File: src/rtl/keccak_pkg.sv
// Shared definitions for the Keccak-f iota round-constant generator.
//   rc_state_e    : controller states (IDLE, STEP, VALID)
//   RC_LFSR_INIT  : rc(t) LFSR seed, R[0]=1
//   rc_lfsr_step  : one step of the rc(t) LFSR; bit i of the vector is R[i]
//   rc_bit_pos    : lane bit written by LFSR output j, i.e. 2**j-1
package keccak_pkg;

    localparam int         KECCAK_L     = 6;
    localparam int         KECCAK_W     = 64;
    localparam int         KECCAK_NR    = 24;
    localparam logic [7:0] RC_LFSR_INIT = 8'h01;

    typedef enum logic [1:0] {
        IDLE  = 2'd0,
        STEP  = 2'd1,
        VALID = 2'd2
    } rc_state_e;

    // Shift up by one; the bit falling out of R[7] re-enters at R[0] and is
    // folded into R[4], R[5] and R[6].
    function automatic logic [7:0] rc_lfsr_step(input logic [7:0] r);
        logic [7:0] n;
        n    = {r[6:0], r[7]};
        n[4] = n[4] ^ r[7];
        n[5] = n[5] ^ r[7];
        n[6] = n[6] ^ r[7];
        return n;
    endfunction

    function automatic logic [5:0] rc_bit_pos(input logic [2:0] j);
        logic [5:0] pos;
        case (j)
            3'd0:    pos = 6'd0;
            3'd1:    pos = 6'd1;
            3'd2:    pos = 6'd3;
            3'd3:    pos = 6'd7;
            3'd4:    pos = 6'd15;
            3'd5:    pos = 6'd31;
            3'd6:    pos = 6'd63;
            default: pos = 6'd0;
        endcase
        return pos;
    endfunction

endpackage

File: src/rtl/keccak_rc_lfsr.sv
// 8-bit rc(t) LFSR with synchronous load and advance.
//   clk      in  clock, rising edge
//   reset    in  asynchronous active-high reset (state -> RC_LFSR_INIT)
//   load     in  reload RC_LFSR_INIT (wins over advance)
//   advance  in  take one LFSR step
//   bit0     out current rc(t) output, R[0]
module keccak_rc_lfsr
    import keccak_pkg::*;
(
    input  logic clk,
    input  logic reset,
    input  logic load,
    input  logic advance,
    output logic bit0
);

    logic [7:0] lfsr;

    always_ff @(posedge clk or posedge reset) begin
        if (reset) begin
            lfsr <= RC_LFSR_INIT;
        end else if (load) begin
            lfsr <= RC_LFSR_INIT;
        end else if (advance) begin
            lfsr <= rc_lfsr_step(lfsr);
        end
    end

    assign bit0 = lfsr[0];

endmodule

File: src/rtl/keccak_rc_gen.sv
// Sequential producer of Keccak-f iota round constants RC[ir].
// One LFSR step per STEP cycle fills lane bit 2**j-1; after seven steps the
// constant is offered to the iota stage over a valid/ready handshake.
//   clk       in   clock, rising edge
//   reset     in   asynchronous active-high reset
//   start     in   (re)start the sequence at round 0
//   rc_ready  in   consumer accepts rc this cycle
//   rc_valid  out  rc/rc_round/rc_last hold a complete constant
//   rc        out  round constant RC[rc_round]
//   rc_round  out  round index of the presented constant
//   rc_last   out  presented constant is the final round's
//   busy      out  controller not idle
//
// state | meaning
// IDLE  | waiting for start; rc_valid low
// STEP  | one LFSR step per cycle, j = 0..6 fills rc[2**j-1]
// VALID | constant complete and held until accepted or restarted
module keccak_rc_gen
    import keccak_pkg::*;
#(
    parameter int L  = KECCAK_L,
    parameter int NR = 12 + 2 * L
)
(
    input  logic              clk,
    input  logic              reset,
    input  logic              start,
    input  logic              rc_ready,
    output logic              rc_valid,
    output logic [2**L-1:0]   rc,
    output logic [4:0]        rc_round,
    output logic              rc_last,
    output logic              busy
);

    localparam int         W       = 2**L;
    localparam logic [4:0] IR_LAST = 5'(NR - 1);

    rc_state_e       state, state_nxt;
    logic [2:0]      j;
    logic [4:0]      ir;
    logic [W-1:0]    rc_q;
    logic            lfsr_bit;

    logic            lfsr_load;
    logic            lfsr_adv;
    logic            round_clr;
    logic            ir_clr;
    logic            ir_inc;

    keccak_rc_lfsr u_lfsr (
        .clk     (clk),
        .reset   (reset),
        .load    (lfsr_load),
        .advance (lfsr_adv),
        .bit0    (lfsr_bit)
    );

    always_ff @(posedge clk or posedge reset) begin
        if (reset) begin
            state <= IDLE;
        end else begin
            state <= state_nxt;
        end
    end

    // start has priority in every state, so an abort never completes a
    // handshake in the same cycle.
    always_comb begin
        state_nxt = state;
        lfsr_load = 1'b0;
        lfsr_adv  = 1'b0;
        round_clr = 1'b0;
        ir_clr    = 1'b0;
        ir_inc    = 1'b0;
        rc_valid  = 1'b0;
        busy      = 1'b1;
        rc_last   = 1'b0;

        case (state)
            IDLE: begin
                busy = 1'b0;
                if (start) begin
                    state_nxt = STEP;
                    lfsr_load = 1'b1;
                    round_clr = 1'b1;
                    ir_clr    = 1'b1;
                end
            end
            STEP: begin
                if (start) begin
                    lfsr_load = 1'b1;
                    round_clr = 1'b1;
                    ir_clr    = 1'b1;
                end else begin
                    lfsr_adv = 1'b1;
                    if (j == 3'd6) begin
                        state_nxt = VALID;
                    end
                end
            end
            VALID: begin
                rc_valid = 1'b1;
                rc_last  = (ir == IR_LAST);
                if (start) begin
                    state_nxt = STEP;
                    lfsr_load = 1'b1;
                    round_clr = 1'b1;
                    ir_clr    = 1'b1;
                end else if (rc_ready) begin
                    if (ir == IR_LAST) begin
                        state_nxt = IDLE;
                    end else begin
                        state_nxt = STEP;
                        round_clr = 1'b1;
                        ir_inc    = 1'b1;
                    end
                end
            end
            default: begin
                state_nxt = IDLE;
            end
        endcase
    end

    // The LFSR is never reseeded between rounds: t = j + 7*ir is contiguous.
    always_ff @(posedge clk or posedge reset) begin
        if (reset) begin
            j    <= 3'd0;
            rc_q <= '0;
        end else if (round_clr) begin
            j    <= 3'd0;
            rc_q <= '0;
        end else if (lfsr_adv) begin
            rc_q[rc_bit_pos(j)] <= lfsr_bit;
            j                   <= j + 3'd1;
        end
    end

    always_ff @(posedge clk or posedge reset) begin
        if (reset) begin
            ir <= 5'd0;
        end else if (ir_clr) begin
            ir <= 5'd0;
        end else if (ir_inc) begin
            ir <= ir + 5'd1;
        end
    end

    assign rc       = rc_q;
    assign rc_round = ir;

endmodule

File: config.mk
export PLATFORM = sky130hd
export DESIGN_NAME = keccak_rc_gen
export DESIGN_NICKNAME = d
export VERILOG_FILES = /design/src/rtl/keccak_pkg.sv /design/src/rtl/keccak_rc_lfsr.sv /design/src/rtl/keccak_rc_gen.sv
export SDC_FILE = /design/constraint.sdc
export NUM_CORES = 1
export LEC_CHECK = 0
export CAP_MARGIN = 20
export CORE_AREA = 2 2 87 89
export CTS_CLUSTER_SIZE = 30
export DETAILED_ROUTE_END_ITERATION = 8
export DIE_AREA = 0 0 89 91
export GPL_ROUTABILITY_DRIVEN = 0
export PLACE_DENSITY = 0.74
export SLEW_MARGIN = 40
export SYNTH_ARGS = -nofsm -noshare
export SYNTH_HDL_FRONTEND = slang
export SYNTH_HIERARCHICAL = 1
export SYNTH_SLANG_ARGS = --single-unit
File: constraint.sdc
create_clock -name clk -period 2.8 [get_ports clk]
set_clock_uncertainty 0.2 [all_clocks]
set_input_delay 0.42 -clock clk [delete_from_list [all_inputs] [get_ports clk]]
set_output_delay 0.42 -clock clk [all_outputs]
set_load 0.01 [all_outputs]
Word-level counts from Yosys, hierarchy flattened. Index checks and enable logic that the tools add are counted.

Flip-flop bits (word level): 82. Output and inout port bits: 72.

Add/subtract/negate cells: 2. Order comparisons: 2. Equal/unequal tests: 13. Multiplexer cells: 34. Bitwise operators: 3. Reductions and logical operators: 8.

Operator list (number): $mux 64 (2); $bwmux 64 (1); $pmux 6 s6 (1); $mux 8 (2); $mux 1 (14); $mux 6 (2); $mux 2 (5); $mux 5 (2); $eq 3x3->1 const B (3); $lt 6x7->1 const B (1); $demux 1 s6 (1); $eq 3x2->1 const B (2); $ge 6x1->1 const B (1); $mux 3 (2); $ne 2x2->1 const B (3); $pmux 2 s3 (1); $reduce_bool 2->1 (3); $add 5x1->5 const B (1); $eq 5x5->1 const B (1); $reduce_and 4->1 (1); $add 3x1->3 const B (1); $eq 3x1->1 const B (1); $ne 3x3->1 const B (1); $reduce_or 3->1 (1); 7 further kinds (9).

Longest topological paths before layout.
Depth in word-level cells: 13. Gate-level depth with buffers: 7. Depth with buffers taken out: 5.

By module. Netlist, hierarchy kept.

By module, submodules not included: keccak_rc_gen (instances 1, cells each 226, area each 2874.0 um^2, sequential area each 1851.8 um^2); keccak_rc_lfsr (instances 1, cells each 31, area each 352.8 um^2, sequential area each 201.4 um^2).

Least setup slack after synthesis. No wires, ideal clock.

Path type: register to register. From: register j[0]. To: register rc_q[1] (netlist: rc[1]). Library setup time: 0.125 ns. Arrival: 1.507 ns. Data required time: 2.475 ns. Path slack: 0.968 ns. Stages on the path, launching flop included: 6. Cells stage by stage: dfrtp_1 inv_1 ha_1 or4b_4 o31ai_2 a21oi_1.

Longest elaborated chain between the ends: 11.

Ends and longest elaborated chain: start, declared (line keccak_rc_gen.sv:40) `logic [2:0] j;`; start signal, assigned (line keccak_rc_gen.sv:136) `j <= j + 3'd1;`; $eq 3x3->1, or another cell as far along (line keccak_pkg.sv:32) `case (j)`; $pmux 6 s6 * (line keccak_pkg.sv:32); $mux 6 * (line keccak_rc_gen.sv:134) `end else if (lfsr_adv) begin`; $mux 6 * (line keccak_rc_gen.sv:131) `end else if (round_clr) begin`; $lt 6x7->1 (implied by the code) or $ge 6x1->1 (tied branches) (line keccak_rc_gen.sv:135) `rc_q[rc_bit_pos(j)] <= lfsr_bit;`; $logic_and 1x1->1 (implied by the code) (line keccak_rc_gen.sv:135); $mux 1 (implied by the code) (line keccak_rc_gen.sv:135); $demux 1 s6 * (line keccak_rc_gen.sv:135); $bwmux 64 * (line keccak_rc_gen.sv:135); $mux 64 * (line keccak_rc_gen.sv:134); $mux 64 * (line keccak_rc_gen.sv:131); end signal, assigned by index (line keccak_rc_gen.sv:135); end, declared (line keccak_rc_gen.sv:42) `logic [W-1:0] rc_q;`.

Every way passes the cells marked *; elsewhere a longest branch is shown, timed or not. The select of a mux whose other input is x is not followed. A chain may end at the register's enable or synchronous reset.

Worst setup path after layout.
From: register ir[0] (netlist: rc_round[0]). To: output port rc_last.

Longest elaborated chain between the ends: 2.

Ends and longest elaborated chain: start, declared (line keccak_rc_gen.sv:41) `logic [4:0] ir;`; start signal, assigned (line keccak_rc_gen.sv:146) `ir <= ir + 5'd1;`; $eq 5x5->1 (line keccak_rc_gen.sv:104) `rc_last = (ir == IR_LAST);`; $mux 1 (line keccak_rc_gen.sv:80) `case (state)`; end, declared (line keccak_rc_gen.sv:32) `output logic rc_last,`.

No other way between the ends.

==> results.yml <==
global_route:
  grt_pass1_vias: 2227
  grtUsageTotal_pct: 16.6
  grt_max_degree: 60
  grt_pass1_wl_mm: 10.6
  grt-ovfl-total: 0
  antenna_found_initial: 0
critical_path:
  worstReg2RegEnd: "rc[0]"
  worstPathCellList: "ha_1 -> and4b_1 -> and2_1 -> clkdlybuf4s50_1"
  r2r_cells: 5
  endpoint_kind: "primary output"
  crit_slowest_cell: "clkdlybuf4s50_1"
  crit_type: "flip-flop to primary output"
  crit_fanout: 5
  worstPathArrival_ps: 1920
  critPathRequiredTime_ps: 2180
  start_kind: "flip-flop"
  slowest_delay_ps: 530
  r2r_slack_ps: 790
  regToRegStartpoint: "j[0]"
cells_and_area:
  num_antenna_cells: 0
  nFillCells: 602
  layout_common_cells: "dfrtp_1 (81), clkdlybuf4s50_1 (75), and2_1 (59), a21oi_1 (15), nor2_1 (10)"
  final_util_pct: 60.3
  final_nets: 342
  final_common_cell: "dfrtp_1"
  layout-drive-gt1-share_pct: 10.4
  syn_to_final_growth_pct: 33.4
  design_area_um2: 4310
floorplan:
  io-pin-count: 76
  die_x_um: 89
  die_h_um: 91
  core_um2: 7140
  rows: 31
  die_area_um2: 8100
  start_util_pct: 45.2
clock_network:
  clk_latency_ps: 340
  numCtsBuffers: 9
  cts_max_path_buffers: 2
  cts_max_level: 3
  path_clk_slew_ps: 80
  hold_buffers: 0
  clock-sinks: 82
  cts-resized-gates: 0
  post_cts_buffers: 0
  cts_tree: "yes"
  cts_root_buf: "clkbuf_8"
timing:
  tns_ps: 0
  worst_pin_slew_ps: 698
  hold_viol: 0
  min_period_ps: 2540
  fin_ws_ps: 265
  fmax_mhz: 394
  rsz0062_at_grt: "false"
  max_slew_margin_pct: 52.8
  fin_crit_sh_pct: 90.5
  report.final.slew_viol_count: 0
  setup_viol: 0
run_status:
  status: "complete, no violations"
synth:
  ys_top_cells_by_area: "dfrtp_1 (63%), and2_1 (11%), a21oi_1 (2.3%)"
  yosys_register_bits: 82
  syn-num-nets: 266
  yosysTopAreaCell: "dfrtp_1"
  netlist.area_leader.share_pct: 62.8
  synth_edf_count: 0
  yosysSeqAreaShare_pct: 63.6
  syn-cell-area_um2: 3230
  ys_warn_count: 6
  synthFlopType: "dfrtp_1"
  synthDistinctLibCells: 44
  postSynthCellCount: 257
  synth-async-reset-ratio_pct: 100
  avgSynthCellArea_um2: 12.6
place:
  dpl_cell_area_um2: 4070
  dp_hpwl_mm: 4.01
  port_buffers: 75
  dp_slack_ps: 413
routing:
  drt_wl_total_mm: 6.05
  post-route-drc-count: 0
  vias_per_cell: 4.78
  drt_iter0_markers: 102
  drtPass1Iterations: 4
  dr_total_vias: 2086
  antenna_left: 0
  wl_per_cell_um: 13.9
power_and_ir_drop:
  p_leak_nw: 1.95
  vdd_drop_max_v: 0.000345
  power-per-cell-area_nw_per_um2: 541
hold_path:
  hold_path_class: "input port to asynchronous set/reset pin"
job:
  cap_violations: 0
-- per-layer routing --
layer | track usage (%) | wire length (um)
met1 | 24.1 | 2840
met2 | 23.1 | 2680
met3 | 5.82 | 420
met4 | 6.09 | 99
met5 | 0 | 0
-- cell families after synthesis --
kind of cell / after synthesis / share of synthesized area (%)
adders and majority gates: 5 / 1.94
and+or+nand+nor: 102 / 20.0
DFF: 82 / 63.6
buffers and inverters: 24 / 3.88
xor gates and xnor gates: 3 / 0.814
muxes: 6 / 1.94
AOI/OAI and AO/OA: 35 / 7.83
-- worst max path at each step --
stage / cells past startpoint / end / start
global placement: 5 / u_lfsr/lfsr[0] / start
global route: 4 / rc_last / rc_round[1]
floorplan: 1 / j[0] / reset
finish: 4 / rc_last / rc_round[0]
CTS: 4 / rc_last / rc_round[0]
detailed placement: 5 / u_lfsr/lfsr[0] / start
-- state kept, by name, indices dropped and copies added, names as in the netlist --
signal / count
u_lfsr/lfsr: 8
rc: 64
rc_round: 5
state: 2
j: 3
-- report_power, final --
group          leakage, nW  internal, mW  switching [mW]
combinational        0.698        0.0398          0.0716
clock                0.116         0.592           0.416
sequential            1.13          1.20          0.0119
total                 1.95          1.83           0.500
-- worst max-delay path, delay by kind of cell (launching register included) --
family / cells / cell delay (ps)
buffers and inverters: 1 / 530
flip-flops: 1 / 410
AND/OR/NAND/NOR: 2 / 420
adder cells (fa/ha/maj): 1 / 220
-- area by class of cell --
| cell class | count | area (um2) | share of cell area [%] |
|---|---|---|---|
| Clock buffer | 9 | 124 | 2.88 |
| Timing Repair Buffer | 79 | 793 | 18.4 |
| Sequential cell | 82 | 2050 | 47.7 |
| Tap cell | 99 | 124 | 2.88 |
| Inverter | 10 | 38.8 | 0.901 |
| Clock inverter | 6 | 115 | 2.67 |
| Multi-Input combinational cell | 151 | 1060 | 24.6 |
-- cells in the mapped netlist (3+ instances only) --
| cell | instances |
|---|---|
| a211oi_1 | 3 |
| a21oi_1 | 15 |
| and2_1 | 59 |
| buf_6 | 3 |
| clkbuf_1 | 6 |
| dfrtp_1 | 81 |
| ha_1 | 5 |
| inv_1 | 9 |
| mux2i_1 | 4 |
| nand2_1 | 8 |
| nand4_1 | 6 |
| nor2_1 | 10 |
| o31ai_1 | 5 |
| xnor2_1 | 3 |
-- metrics by stage --
stage,hold WS (ps),std cells,power (mW)
3_3_place_gp,268,421,1.34
6_report,209,436,2.33
3_5_place_dp,270,421,1.35
2_1_floorplan,34.9,257,1.31
5_1_grt,240,436,2.43
4_1_cts,213,436,2.36
Power figures use the tool's default switching activity.
